## src/rtl/regfile_pkg.sv

```systemverilog
// Shared constants and types for the register-file writeback scheduler.
package regfile_pkg;
  localparam int XLEN = 32;
  localparam int AW   = 5;
  localparam int NREG = 1 << AW;

  typedef struct packed {
    logic            valid;
    logic [AW-1:0]   addr;
    logic [XLEN-1:0] data;
  } wb_req_t;

  typedef enum logic {
    REQ_ALU = 1'b0,
    REQ_MEM = 1'b1
  } req_id_e;
endpackage

```

## src/rtl/regfile_wb_scheduler_rr_arb2.sv

```systemverilog
// Two-requester round-robin arbiter; the pointer names who wins the next contended cycle.
module rr_arb2
  import regfile_pkg::*;
(
  input  logic       clk,
  input  logic       reset_n,
  input  logic [1:0] i_req,
  output logic [1:0] o_gnt
);

  req_id_e r_ptr;
  req_id_e w_ptr_next;

  always_ff @(posedge clk or negedge reset_n) begin
    if (!reset_n) begin
      r_ptr <= REQ_ALU;
    end else begin
      r_ptr <= w_ptr_next;
    end
  end

  // Bit 0 is the ALU requester, bit 1 the memory requester.
  always_comb begin
    w_ptr_next = r_ptr;
    o_gnt      = 2'b00;
    case (i_req)
      2'b01: o_gnt = 2'b01;
      2'b10: o_gnt = 2'b10;
      2'b11: begin
        if (r_ptr == REQ_ALU) begin
          o_gnt      = 2'b01;
          w_ptr_next = REQ_MEM;
        end else begin
          o_gnt      = 2'b10;
          w_ptr_next = REQ_ALU;
        end
      end
      default: o_gnt = 2'b00;
    endcase
  end

endmodule

```

## src/rtl/regfile_wb_scheduler.sv

```systemverilog
// Shares the register-file write port between ALU and load writeback and
// tracks pending destination registers for decode hazard detection.
module regfile_wb_scheduler
  import regfile_pkg::*;
(
  input  logic            clk,
  input  logic            reset_n,
  input  logic            alu_wb_valid,
  input  logic [AW-1:0]   alu_wb_addr,
  input  logic [XLEN-1:0] alu_wb_data,
  output logic            alu_wb_ready,
  input  logic            mem_wb_valid,
  input  logic [AW-1:0]   mem_wb_addr,
  input  logic [XLEN-1:0] mem_wb_data,
  output logic            mem_wb_ready,
  input  logic            rsv_en,
  input  logic [AW-1:0]   rsv_addr,
  input  logic [AW-1:0]   rd_addr1,
  input  logic [AW-1:0]   rd_addr2,
  output logic            hz1,
  output logic            hz2,
  output logic            rg_wrt_en,
  output logic [AW-1:0]   rg_wrt_addr,
  output logic [XLEN-1:0] rg_wrt_data,
  output logic [NREG-1:0] busy_vec
);

  // Handshake: a writeback transfers when valid && ready in the same cycle;
  // ready depends only on the two valids and the arbiter pointer, and a
  // requester holds valid/addr/data stable until it is accepted.
  wb_req_t         w_alu;
  wb_req_t         w_mem;
  wb_req_t         w_sel;
  logic [1:0]      w_gnt;
  logic            w_accept;
  logic [NREG-1:0] w_busy_next;

  logic            r_wrt_en;
  logic [AW-1:0]   r_wrt_addr;
  logic [XLEN-1:0] r_wrt_data;
  logic [NREG-1:0] r_busy;

  assign w_alu = '{valid: alu_wb_valid, addr: alu_wb_addr, data: alu_wb_data};
  assign w_mem = '{valid: mem_wb_valid, addr: mem_wb_addr, data: mem_wb_data};

  rr_arb2 u_arb (
    .clk     (clk),
    .reset_n (reset_n),
    .i_req   ({w_mem.valid, w_alu.valid}),
    .o_gnt   (w_gnt)
  );

  assign alu_wb_ready = w_gnt[0];
  assign mem_wb_ready = w_gnt[1];
  assign w_accept     = |w_gnt;
  assign w_sel        = w_gnt[1] ? w_mem : w_alu;

  // Writes to register 0 complete the handshake but never reach the file.
  always_ff @(posedge clk or negedge reset_n) begin
    if (!reset_n) begin
      r_wrt_en   <= 1'b0;
      r_wrt_addr <= '0;
      r_wrt_data <= '0;
    end else begin
      r_wrt_en <= w_accept && (w_sel.addr != '0);
      if (w_accept) begin
        r_wrt_addr <= w_sel.addr;
        r_wrt_data <= w_sel.data;
      end
    end
  end

  // Clear on landing first, then set, so a same-edge reservation wins.
  always_comb begin
    w_busy_next = r_busy;
    if (r_wrt_en) begin
      w_busy_next[r_wrt_addr] = 1'b0;
    end
    if (rsv_en && (rsv_addr != '0)) begin
      w_busy_next[rsv_addr] = 1'b1;
    end
    w_busy_next[0] = 1'b0;
  end

  always_ff @(posedge clk or negedge reset_n) begin
    if (!reset_n) begin
      r_busy <= '0;
    end else begin
      r_busy <= w_busy_next;
    end
  end

  assign hz1         = r_busy[rd_addr1];
  assign hz2         = r_busy[rd_addr2];
  assign busy_vec    = r_busy;
  assign rg_wrt_en   = r_wrt_en;
  assign rg_wrt_addr = r_wrt_addr;
  assign rg_wrt_data = r_wrt_data;

endmodule
```

## config.mk

```make
export PLATFORM = sky130hd
export DESIGN_NAME = regfile_wb_scheduler
export DESIGN_NICKNAME = d
export VERILOG_FILES = /design/src/rtl/regfile_pkg.sv /design/src/rtl/regfile_wb_scheduler_rr_arb2.sv /design/src/rtl/regfile_wb_scheduler.sv
export SDC_FILE = /design/constraint.sdc
export NUM_CORES = 1
export LEC_CHECK = 0
export CAP_MARGIN = 30
export CORE_MARGIN = 2
export CORE_UTILIZATION = 39
export CTS_CLUSTER_DIAMETER = 30
export DETAILED_ROUTE_END_ITERATION = 10
export PLACE_DENSITY = 0.89
export SLEW_MARGIN = 20
export SYNTH_ARGS = -nofsm -noshare
export SYNTH_HDL_FRONTEND = slang
export SYNTH_SLANG_ARGS = --single-unit
```

## constraint.sdc

```tcl
create_clock -name clk -period 1.6 [get_ports clk]
set_input_delay 0.32 -clock clk [delete_from_list [all_inputs] [get_ports clk]]
set_output_delay 0.32 -clock clk [all_outputs]
set_load 0.02 [all_outputs]
```

==> results of run 1 <==
-- worst min-delay path, stage by stage --
cell      delay (ns)
buf_4           0.11
o21a_1          0.14
buf_4           0.11
a311oi_1        0.07
-- cell families after synthesis --
| family | Yosys count | share of synthesized area (%) |
|---|---|---|
| xor gates and xnor gates | 1 | 0.222 |
| other | 1 | 0.0952 |
| DFF | 70 | 44.5 |
| muxes | 29 | 9.27 |
| and+or+nand+nor | 97 | 12.0 |
| buffers and inverters | 70 | 7.27 |
| AOI/OAI and AO/OA | 181 | 26.7 |
-- flip-flops by register name, summed over array words and instances (netlist names) --
register and count:
busy_vec 31, rg_wrt_addr 5, rg_wrt_data 32, rg_wrt_en 1, u_arb.r_ptr 1
-- cells in the final DEF (no fill, tap or decap), types with 4 or more instances in the layout --
cell	count
a21oi_1	38
a22oi_1	4
a31oi_1	32
buf_2	8
buf_4	75
clkbuf_2	6
clkbuf_8	9
clkdlybuf4s50_1	86
dfrtp_1	61
dfrtp_2	9
dlygate4sd2_1	61
inv_1	36
mux2i_1	23
mux4_2	6
nand2_1	14
nand2b_4	4
nand3_1	12
nand3b_1	10
nor2_1	42
nor2b_1	4
o21ai_0	62
o221a_2	5
o22ai_1	32
-- routing by layer --
| layer | vias to the layer above | track usage (%) | wire [microns] | part of all wire (%) |
|---|---|---|---|---|
| met5 | - | 0 | 0 | 0 |
| met4 | 0 | 8.59 | 228 | 1.6 |
| met3 | 21 | 8.02 | 1430 | 10 |
| met2 | 268 | 44.3 | 6900 | 49 |
| met1 | 2123 | 30.8 | 5450 | 39 |
| li1 | 2084 | - | - | - |
-- final cells by class --
class / instances / share of cell area, %
clock buffers: 10 / 2.01
clock inverters: 6 / 1.36
inverters: 36 / 2.12
multi-input cells: 309 / 30.5
flip-flops and latches: 70 / 27.7
well taps: 133 / 2.61
repair buffers: 244 / 33.7
-- final timing paths --
path                                startpoint             end  slack [ns]  cells after the start
worst max-delay path              busy_vec[22]             hz2       -0.48                      5
max in group asynchronous              reset_n    busy_vec[14]        0.76                      3
worst min register to register    busy_vec[21]    busy_vec[21]        0.60                      2
min in group asynchronous              reset_n  rg_wrt_data[9]        0.52                      3
worst max register to register  rg_wrt_addr[0]    busy_vec[24]        0.15                      3
worst min-delay path              mem_wb_valid       rg_wrt_en        0.44                      4
-- repair_timing --
item                                    CTS  global route
pin swaps                                 2             1
setup buffers                             4             9
endpoints found under the hold margin    42             0
hold buffers                              1             0
endpoints found under the setup margin   73            13
gates resized for setup                 102            17
-- power groups by stage --
stage | clock, uW | combinational (uW) | sequential [uW]
floorplan | 0 | 1510 | 3670
global placement | 0 | 4820 | 3040
detailed placement | 0 | 4970 | 3090
CTS | 1600 | 4590 | 3030
global route | 1690 | 5120 | 3120
finish | 1590 | 4770 | 3040
-- metrics by stage --
stage          utilization, %  std cells  total power (uW)
5_1_grt                  65.1        808              9930
4_1_cts                  64.6        799              9220
2_1_floorplan               -        449              5180
3_3_place_gp             63.2        778              7860
6_report                 65.1        808              9400
3_5_place_dp             63.2        778              8060
==> flow_summary.yaml, run 1 <==
clock_network:
  path_clk_slew_ns: 0.08
  clkLatencyLatePin_ns: 0.35
  cts_root_buf: "clkbuf_8"
  clock_path_buffers: 2
  cts_sinks: 70
  cts_tree: "yes"
  cts-buffers-inserted: 9
  cts_htree_levels: 3
placed_design:
  dpl.hpwl_mm: 10.3
  port_buffers: 166
  dp_worst_setup_slack_ns: -1.09
  place_congestion: 0.889
  placed_cell_area_sq_mm: 0.00618
status:
  status: "complete, but fails checks"
  violations: "setup timing"
layout:
  multi_input_area_sq_mm: 0.00194
  num-nets-final: 764
  regArea_sq_mm: 0.00176
  fill_cells: 809
  stdcell_area_sq_mm: 0.00636
  syn_to_final_growth_pct: 61.5
  antenna-diode-count: 0
  drive_gt1_share_pct: 20.3
yosys:
  yosysSeqAreaShare_pct: 44.5
  synth_edf_count: 0
  synth_most_common_cell: "dfrtp_1"
  yosysUniqueCellTypes: 33
  postSynthAreaPerCell_sq_um: 8.78
  ys.flop_type: "dfrtp_1"
  synth_top_cell_by_area: "dfrtp_1"
  synth_top_cell_area_share_pct: 44.5
  syn-num-nets: 543
  synthArstFlopShare_pct: 100
  synth_common_cells: "dfrtp_1 (70), o21ai_0 (62), nor2_1 (42), a21oi_1 (38), inv_1 (36)"
  synth_cells: 449
  netlist_area_sq_mm: 0.00394
  yosys_warnings: 0
  ys_seq_elements: 70
  synth_area_leaders: "dfrtp_1 (44%), o21ai_0 (7.9%), mux2i_1 (5.8%)"
timing:
  finalCritPeriodShare_pct: 130
  worst_slack_ns: -0.477
  setup_tns_ns: -0.952
  fmax_mhz: 482
  rsz0062_at_grt: "true"
  finClkSkew_ns: 0.0122
  finalCriticalPeriod_ns: 2.08
  hold_viol_final: 0
  setup_violations: 2
  holdWs_ns: 0.435
  drv_slew: 0
detailed_routing:
  vias: 4496
  avgViaCountPerCell: 5.56
  wl_per_cell_microns: 17.3
  firstDrtPassIters: 5
  antenna_left: 0
  routed_wl_mm: 14.0
  drcViolationCount: 0
  drtIter0Drc: 246
pwr:
  internal-power_uw: 5600
  leakage_uw: 0.00282
  combPwrFrac_pct: 50.7
  sw_frac_of_total_pct: 40.5
  p_sw_uw: 3800
  p_seq_share_pct: 32.3
  p_clk_share_pct: 16.9
  cellPowerDensity_mw_per_mm2: 1480
  ir_drop_mv: 0.723
flow_run:
  cap_violations: 0
worst_setup_path:
  cp-end-kind: "output port"
  max_stage_delay_ns: 0.47
  worstPathCellList: "mux4_2, nand2b_4, o2111ai_2, nand4_1, buf_6"
  critical_path_class: "flop to output port"
  cpMaxStageDelayCell: "mux4_2"
  cp.arrival_ns: 1.76
  crit_buf_inv: 1
  cp_max_fo: 3
  path_delay_family: "multiplexers"
  cp.required_ns: 1.28
  worstSetupStartpointType: "flop"
floorplanning:
  die_h_microns: 105
  core-area_sq_mm: 0.00977
  ios: 168
  initial_core_util_pct: 40.3
  die-area_sq_mm: 0.0109
  die_w_microns: 105
  num_rows: 36
global_route:
  grt_pass1_vias: 4481
  antenna_found_initial: 0
  grt_max_degree: 98
  grt_util_all_layers_pct: 25.9
  gr-total-overflow: 0
  grt_pass1_wl_mm: 22.6
worst_hold_path:
  holdCritPathClass: "primary input to flop"
Power figures use the tool's default switching activity.
==> inputs of run 2 (changes only) <==
- CTS_BUF_LIST: not set -> sky130_fd_sc_hd__clkbuf_16
==> run 2 against run 1 <==
  * First-iteration DRC count shrank 23%
  * Routed wire length fell by 1.9%
  * Highest routed layer unchanged
  * Critical path depth stayed put
  * Clock-buffer cell count down 1
  * Combinational power down 3%
  * Worst setup slack improved by 0.028 ns
  * The run ends with hold timing, setup timing left
  * Critical path type unchanged
  * Die area unchanged
  * Flip-flop and latch count is the same
==> flow_summary.yaml, run 2 (synthesized netlist as in run 1, its figures left out) <==
layout:
  num-nets-final: 754
  largest_reg_flops: 32
  mostFrequentLayoutCells: "clkdlybuf4s50_1 (86), dlygate4sd2_1 (68), buf_4 (66)"
  syn_to_final_growth_pct: 63.4
  final_core_util_pct: 65.9
  fill_cells: 809
  regArea_sq_mm: 0.00176
  antenna-diode-count: 0
  final_common_cell: "clkdlybuf4s50_1"
  drive_gt1_share_pct: 18.2
  multi_input_area_sq_mm: 0.00194
  stdcell_area_sq_mm: 0.00644
floorplanning:
  core-area_sq_mm: 0.00977
  die-area_sq_mm: 0.0109
  ios: 168
  initial_core_util_pct: 40.3
  num_rows: 36
  die_w_microns: 105
  die_h_microns: 105
global_route:
  antenna_found_initial: 0
  met2_usage_pct: 43.9
  grt.met3_usage_pct: 8.02
  grt_util_all_layers_pct: 25.5
  grt_pass1_vias: 4514
  gr-total-overflow: 0
  grt_max_degree: 98
  grt_pass1_wl_mm: 22.5
  top_usage_layer: "met2"
  grt_use_met1_pct: 30.4
detailed_routing:
  routed_wl_mm: 13.7
  avgViaCountPerCell: 5.57
  drtIter0Drc: 190
  antenna_left: 0
  wl_per_cell_microns: 17.2
  vias: 4448
  drcViolationCount: 0
  firstDrtPassIters: 4
status:
  violations: "hold timing, setup timing"
  status: "complete, but fails checks"
worst_setup_path:
  cp.required_ns: 1.28
  cp.arrival_ns: 1.73
  worstPathCellList: "mux4_2, nand2b_4, o211ai_1, nand4_1, buf_6"
  worstSetupStartpointType: "flop"
  r2r_cells: 3
  max_stage_delay_ns: 0.47
  cp-end-kind: "output port"
  cp_max_fo: 3
  critical_path_class: "flop to output port"
  r2r_slack_ns: 0.17
  cpMaxStageDelayCell: "mux4_2"
timing:
  setup_tns_ns: -0.892
  holdWs_ns: -0.000353
  hold_viol_final: 2
  fmax_mhz: 488
  finalCritPeriodShare_pct: 128
  setup_violations: 2
  finalCriticalPeriod_ns: 2.05
  rsz0062_at_grt: "true"
  finClkSkew_ns: 0.00640
  drv_slew: 0
  worst_slack_ns: -0.448
placed_design:
  placed_cell_area_sq_mm: 0.00618
  dpl.hpwl_mm: 10.3
  place_congestion: 0.889
  port_buffers: 166
  dp_worst_setup_slack_ns: -1.09
clock_network:
  cts_root_buf: "clkbuf_16"
  ctsHoldBuffers: 0
  path_clk_slew_ns: 0.06
  cts_htree_levels: 3
  cts-buffers-inserted: 9
  clkLatencyLatePin_ns: 0.32
  clock_path_buffers: 2
  cts_sinks: 70
  cts_tree: "yes"
pwr:
  cellPowerDensity_mw_per_mm2: 1520
  ir_drop_mv: 0.652
  leakage_uw: 0.00283
flow_run:
  cap_violations: 0
worst_hold_path:
  holdCritPathClass: "primary input to asynchronous set/reset pin"
-- run 2: per-stage QoR --
step | hold WS [ns] | instances | power (uW)
2_1_floorplan | 0.0244 | 449 | 5180
3_3_place_gp | 0.372 | 778 | 7860
3_5_place_dp | 0.382 | 778 | 8060
4_1_cts | 0.0273 | 797 | 9770
5_1_grt | 0.0405 | 798 | 10300
6_report | -0.000353 | 798 | 9800
-- run 2: routing by layer --
| layer | share of wire (%) | vias to the layer above |
|---|---|---|
| met5 | 0 | - |
| met1 | 39 | 2115 |
| li1 | - | 2065 |
| met4 | 1.4 | 0 |
| met2 | 49 | 251 |
| met3 | 10 | 17 |
-- run 2: final timing paths --
kind | start | to
setup / recovery | busy_vec[7] | hz1
hold / removal | reset_n | rg_wrt_data[12]
setup reg to reg | rg_wrt_addr[0] | busy_vec[24]
hold reg to reg | busy_vec[31] | busy_vec[31]
max in group asynchronous | reset_n | busy_vec[14]
min in group clk | mem_wb_valid | rg_wrt_en
-- run 2: repair_timing --
item,4_1_cts,5_1_grt
endpoints found under the setup margin,73,6
pin swaps,2,4
gates cloned,0,0
buffers inserted,3,1
resized for setup,96,10
-- run 2: worst max-delay path: cells and delay by family, from the launching register on --
family / cells / cell delay [ns]
compound gates: 1 / 0.08
buf+inv: 1 / 0.16
flops: 1 / 0.42
mux: 1 / 0.47
simple gates: 2 / 0.28
-- run 2: where the power goes --
group	switching (uW)	internal, uW	total [uW]
Clock	756	1360	2110
Combinational	2410	2220	4630
Sequential	623	2430	3060
Total	3790	6000	9800
-- run 2: cell type report --
cell class | instances | area share, %
timing repair buffer | 234 | 32.9
multi-input combinational | 309 | 30.2
sequential | 70 | 27.4
clock buffer | 9 | 3.50
tap | 133 | 2.58
inverter | 36 | 2.10
clock inverter | 7 | 1.40
